===== src/rtl/regbank_write_ctrl.sv =====
// ============================================================================
// Module   : regbank_write_ctrl
// Purpose  : 32-entry register bank write side with a one-stage commit pipe and a sequential bank clear.
// Revision : 1.0
// ============================================================================
`default_nettype none

module regbank_write_ctrl #(
  parameter int WIDTH    = 32,
  parameter bit ZERO_REG = 1'b1
) (
  input  logic             Clk,
  input  logic             Reset,
  input  logic             Wr_valid,
  output logic             Wr_ready,
  input  logic [4:0]       Wr_addr,
  input  logic [WIDTH-1:0] Wr_data,
  input  logic             Clr_start,
  output logic             Busy,
  output logic             Clr_done,
  output logic [WIDTH-1:0] Q0,  Q1,  Q2,  Q3,  Q4,  Q5,  Q6,  Q7,
  output logic [WIDTH-1:0] Q8,  Q9,  Q10, Q11, Q12, Q13, Q14, Q15,
  output logic [WIDTH-1:0] Q16, Q17, Q18, Q19, Q20, Q21, Q22, Q23,
  output logic [WIDTH-1:0] Q24, Q25, Q26, Q27, Q28, Q29, Q30, Q31
);

  localparam logic [1:0] S_IDLE  = 2'd0;
  localparam logic [1:0] S_DRAIN = 2'd1;
  localparam logic [1:0] S_CLEAR = 2'd2;

  logic [1:0]       state;
  logic [1:0]       state_nxt;
  logic             stage_valid;
  logic [4:0]       stage_addr;
  logic [WIDTH-1:0] stage_data;
  logic [4:0]       clr_count;
  logic             clr_done_r;
  logic             accept;
  logic [31:0]      wr_en;
  logic [31:0]      clr_en;
  logic [WIDTH-1:0] bank [32];

  always_ff @(posedge Clk) begin
    if (Reset) state <= S_IDLE;
    else       state <= state_nxt;
  end

  // A pending or just-accepted write must land before the clear sweeps past it.
  always_comb begin
    state_nxt = state;
    case (state)
      S_IDLE:  if (Clr_start) state_nxt = (stage_valid || accept) ? S_DRAIN : S_CLEAR;
      S_DRAIN: state_nxt = S_CLEAR;
      S_CLEAR: if (clr_count == 5'd31) state_nxt = S_IDLE;
      default: state_nxt = S_IDLE;
    endcase
  end

  always_comb begin
    Wr_ready = (state == S_IDLE);
    Busy     = (state != S_IDLE);
  end

  assign accept   = Wr_valid && Wr_ready;
  assign Clr_done = clr_done_r;

  always_ff @(posedge Clk) begin
    if (Reset) begin
      stage_valid <= 1'b0;
      stage_addr  <= '0;
      stage_data  <= '0;
      clr_count   <= '0;
      clr_done_r  <= 1'b0;
    end else begin
      stage_valid <= accept;
      if (accept) begin
        stage_addr <= Wr_addr;
        stage_data <= Wr_data;
      end
      if (state == S_CLEAR) clr_count <= clr_count + 5'd1;
      clr_done_r <= (state == S_CLEAR) && (clr_count == 5'd31);
    end
  end

  for (genvar i = 0; i < 32; i++) begin : g_decode
    assign wr_en[i]  = stage_valid && (stage_addr == 5'(i)) && !(ZERO_REG && (i == 0));
    assign clr_en[i] = (state == S_CLEAR) && (clr_count == 5'(i));
  end

  always_ff @(posedge Clk) begin
    for (int i = 0; i < 32; i++) begin
      if (Reset)          bank[i] <= '0;
      else if (clr_en[i]) bank[i] <= '0;
      else if (wr_en[i])  bank[i] <= stage_data;
    end
  end

  assign Q0  = bank[0];   assign Q1  = bank[1];   assign Q2  = bank[2];   assign Q3  = bank[3];
  assign Q4  = bank[4];   assign Q5  = bank[5];   assign Q6  = bank[6];   assign Q7  = bank[7];
  assign Q8  = bank[8];   assign Q9  = bank[9];   assign Q10 = bank[10];  assign Q11 = bank[11];
  assign Q12 = bank[12];  assign Q13 = bank[13];  assign Q14 = bank[14];  assign Q15 = bank[15];
  assign Q16 = bank[16];  assign Q17 = bank[17];  assign Q18 = bank[18];  assign Q19 = bank[19];
  assign Q20 = bank[20];  assign Q21 = bank[21];  assign Q22 = bank[22];  assign Q23 = bank[23];
  assign Q24 = bank[24];  assign Q25 = bank[25];  assign Q26 = bank[26];  assign Q27 = bank[27];
  assign Q28 = bank[28];  assign Q29 = bank[29];  assign Q30 = bank[30];  assign Q31 = bank[31];

endmodule

`default_nettype wire

===== config.mk =====
export PLATFORM = sky130hd
export DESIGN_NAME = regbank_write_ctrl
export DESIGN_NICKNAME = d
export VERILOG_FILES = /design/src/rtl/regbank_write_ctrl.sv
export SDC_FILE = /design/constraint.sdc
export NUM_CORES = 1
export LEC_CHECK = 0
export BUFFER_PORTS_ARGS = -buffer_cell sky130_fd_sc_hd__buf_4
export CORE_AREA = 3 3 421 423
export DETAILED_ROUTE_END_ITERATION = 10
export DIE_AREA = 0 0 424 426
export MAX_ROUTING_LAYER = met4
export PLACE_DENSITY = 0.38
export SYNTH_ARGS = -nofsm -noshare
export SYNTH_HDL_FRONTEND = slang
export SYNTH_SLANG_ARGS = --single-unit
export TNS_END_PERCENT = 20

===== constraint.sdc =====
create_clock -name Clk -period 4.35 [get_ports Clk]
set_clock_uncertainty 0.15 [all_clocks]
set_input_delay 0.435 -clock Clk [delete_from_list [all_inputs] [get_ports Clk]]
set_output_delay 0.435 -clock Clk [all_outputs]
set_load 0.1 [all_outputs]

==> results_dict.tcl <==
set metrics [dict create \
    ys_top_cells_by_area "edfxtp_1, nor2_1, dfxtp_1" \
    fmax_mhz 311 \
    antenna_found_initial 20 \
    synth_area_leader_cell "edfxtp_1" \
    vias 25300 \
    setup_viol 0 \
    wl_per_cell_um 29.5 \
    min_path_type "in -> reg" \
    path_max_fanout 22 \
    cts_buffer_depth 3 \
    crit_type "reg -> reg" \
    rows 153 \
    drt_iter0_drc 2005 \
    grt_pass1_vias 25200 \
    period_share_pct 73.8 \
    p_per_area_nw_per_um2 485 \
    grt_max_degree 44 \
    multi_input_area_um2 6530 \
    status "complete, no violations" \
    routed_wl_um 182000 \
    drv_cap 0 \
    fin_crit_ps 3210 \
    start_util_pct 21.7 \
    dr.pass1.iters 5 \
    post_cts_buffers 0 \
    worstPathArrival_ps 3480 \
    tightest_slew_ps 1170 \
    crit_start "state[1]" \
    grtUsageTotal_pct 20.1 \
    ys_seq_area_share_pct 81.4 \
    slew_headroom_pct 21.8 \
    synthCells 2606 \
    fill_cells 17700 \
    clk_pin_slew_ps 60 \
    dieArea_um2 181000 \
    slew_viol_final 0 \
    drc 0 \
    dieHeight_um 426 \
    area_growth_pct 41.5 \
    netlist_area_um2 37700 \
    ys_ff_latch 1038 \
    core_um2 174000 \
    num_io_pins 1068 \
    cts_tree "yes" \
    drive_above_1_share_pct 37.3 \
    root_buffer "clkbuf_16" \
    power_mw 25.9 \
    cts.sinks 1038 \
    async_reset_ff_share_pct 0 \
    numCtsBuffers 120 \
    worstSetupEndpointType "flop" \
    min-delay-start "Reset" \
    die_w_um 424 \
    fin_setup_tns_ps 0 \
    cts-resized-gates 0 \
    grt_overflow 0 \
    nets 3753 \
    cts.htree.levels 3 \
    synth-edff-count 992 \
    power_leakage_nw 20.0 \
    hold_buffers 58 \
    reg2reg_from "state[1]" \
    avgSynthCellArea_um2 14.5 \
    vdd_drop_max_uv 364 \
    port_buffers 1035 \
    required_ps 4620 \
    start_kind "flop" \
    synthFlopType "edfxtp_1" \
    grt_pass1_wl_um 237000 \
    synth_cell_type_count 45 \
    clk_latency_ps 780 \
    dpl.hpwl_um 123000 \
    vias_per_cell 4.12 \
    rsz0062_at_grt "no" \
    ff2ff_setup_slack_ps 1140 \
    drtAntennaViolNets 0 \
    hold_viol_final 0 \
    yosysTopAreaCellShare_pct 78.9 \
    synth_warnings 0 \
    place.gp.congestion 0.772 \
    register_area_um2 30700 \
]
==> sequential cells by signal (all words and copies together) (netlist names) <==
| register | count |
|---|---|
| clr_count | 5 |
| stage_valid | 1 |
| bank | 992 |
| Clr_done | 1 |
| stage_addr | 5 |
| stage_data | 32 |
| state | 2 |
==> cells by family after synthesis <==
| kind of cell | share of synthesized area (%) |
|---|---|
| simple gates | 12.6 |
| fa+ha+maj | 0.199 |
| compound gates | 2.32 |
| buf+inv | 3.44 |
| other cells | 0.00993 |
| xor+xnor | 0.0464 |
| flops | 81.4 |
| mux | 0.0563 |
==> power breakdown <==
| part | switching (mW) | leakage [nW] | internal, mW |
|---|---|---|---|
| logic | 3.75 | 7.53 | 0.633 |
| registers | 0.168 | 10.6 | 11.3 |
| clock network | 4.39 | 1.86 | 5.65 |
==> final cells by class <==
type                    count  share of cell area (%)
clock inverters            60                    1.08
inverters                   4                  0.0281
repair buffers           1215                    17.6
multi-input cells        1327                    12.2
flip-flops and latches   1038                    57.5
clock buffers             167                    6.09
well taps                2325                    5.45
diodes                      9                  0.0422
==> critical path: stages, from the launching register on <==
cell      delay (ps)
dfxtp_1          680
nand4b_1         530
o31ai_4          940
buf_4            530
==> final timing paths <==
check,cells past startpoint,to
worst max-delay path,3,bank[1][357]
worst min-delay path,3,stage_data[5]
worst max register to register,3,bank[1][357]
worst min register to register,2,stage_data[9]
==> stage by stage <==
stage               area [µm²]  std cells  setup WS (ps)  hold WS [ps]  util, %
floorplan                37900       2637            306           304        -
global placement         49000       5851           1220           330     28.2
detailed placement       49000       5851           1130           333     28.2
CTS                      53400       6136           1080           115     30.7
global route             53400       6142            976           193     30.7
finish                   53400       6145           1140           225     30.7
==> Yosys cell counts (9+ instances only) <==
master    instances
nor2_1          937
o211ai_1         10
nand2b_1         32
o21ai_0          29
nand2_1          77
buf_2           104
a21oi_1          69
clkbuf_1         98
nand3b_1          9
edfxtp_1        992
buf_1            23
dfxtp_1          46
o211ai_2         17
and2_1           65
buf_4            38
==> layout by cell type (no fill, tap or decap), types with 3 or more instances in the layout <==
cell type / instances
buf_12: 9
clkbuf_1: 41
clkinv_2: 16
clkbuf_16: 121
or3b_2: 4
o211ai_4: 17
conb_1: 32
ha_1: 6
dfxtp_1: 46
inv_6: 4
inv_1: 4
and2_1: 65
dlygate4sd3_1: 58
clkinv_1: 21
bufinv_16: 7
diode_2: 9
buf_4: 1148
nand2_1: 77
clkbuf_8: 5
clkinv_4: 3
o21ai_4: 29
a21oi_1: 69
nand3_1: 5
and4b_1: 3
o211ai_1: 10
nand2b_2: 31
clkinv_8: 3
edfxtp_1: 992
nand3b_1: 9
nor2_1: 936
==> layer usage <==
layer	vias up	global-route usage [%]	wire, µm
met1	12900	22.9	70500
met5	-	-	0
met2	1024	34.2	92500
met3	243	4.99	12300
li1	11100	-	-
met4	0	6.96	6260
Note: power is estimated with default switching activity, not from simulation.
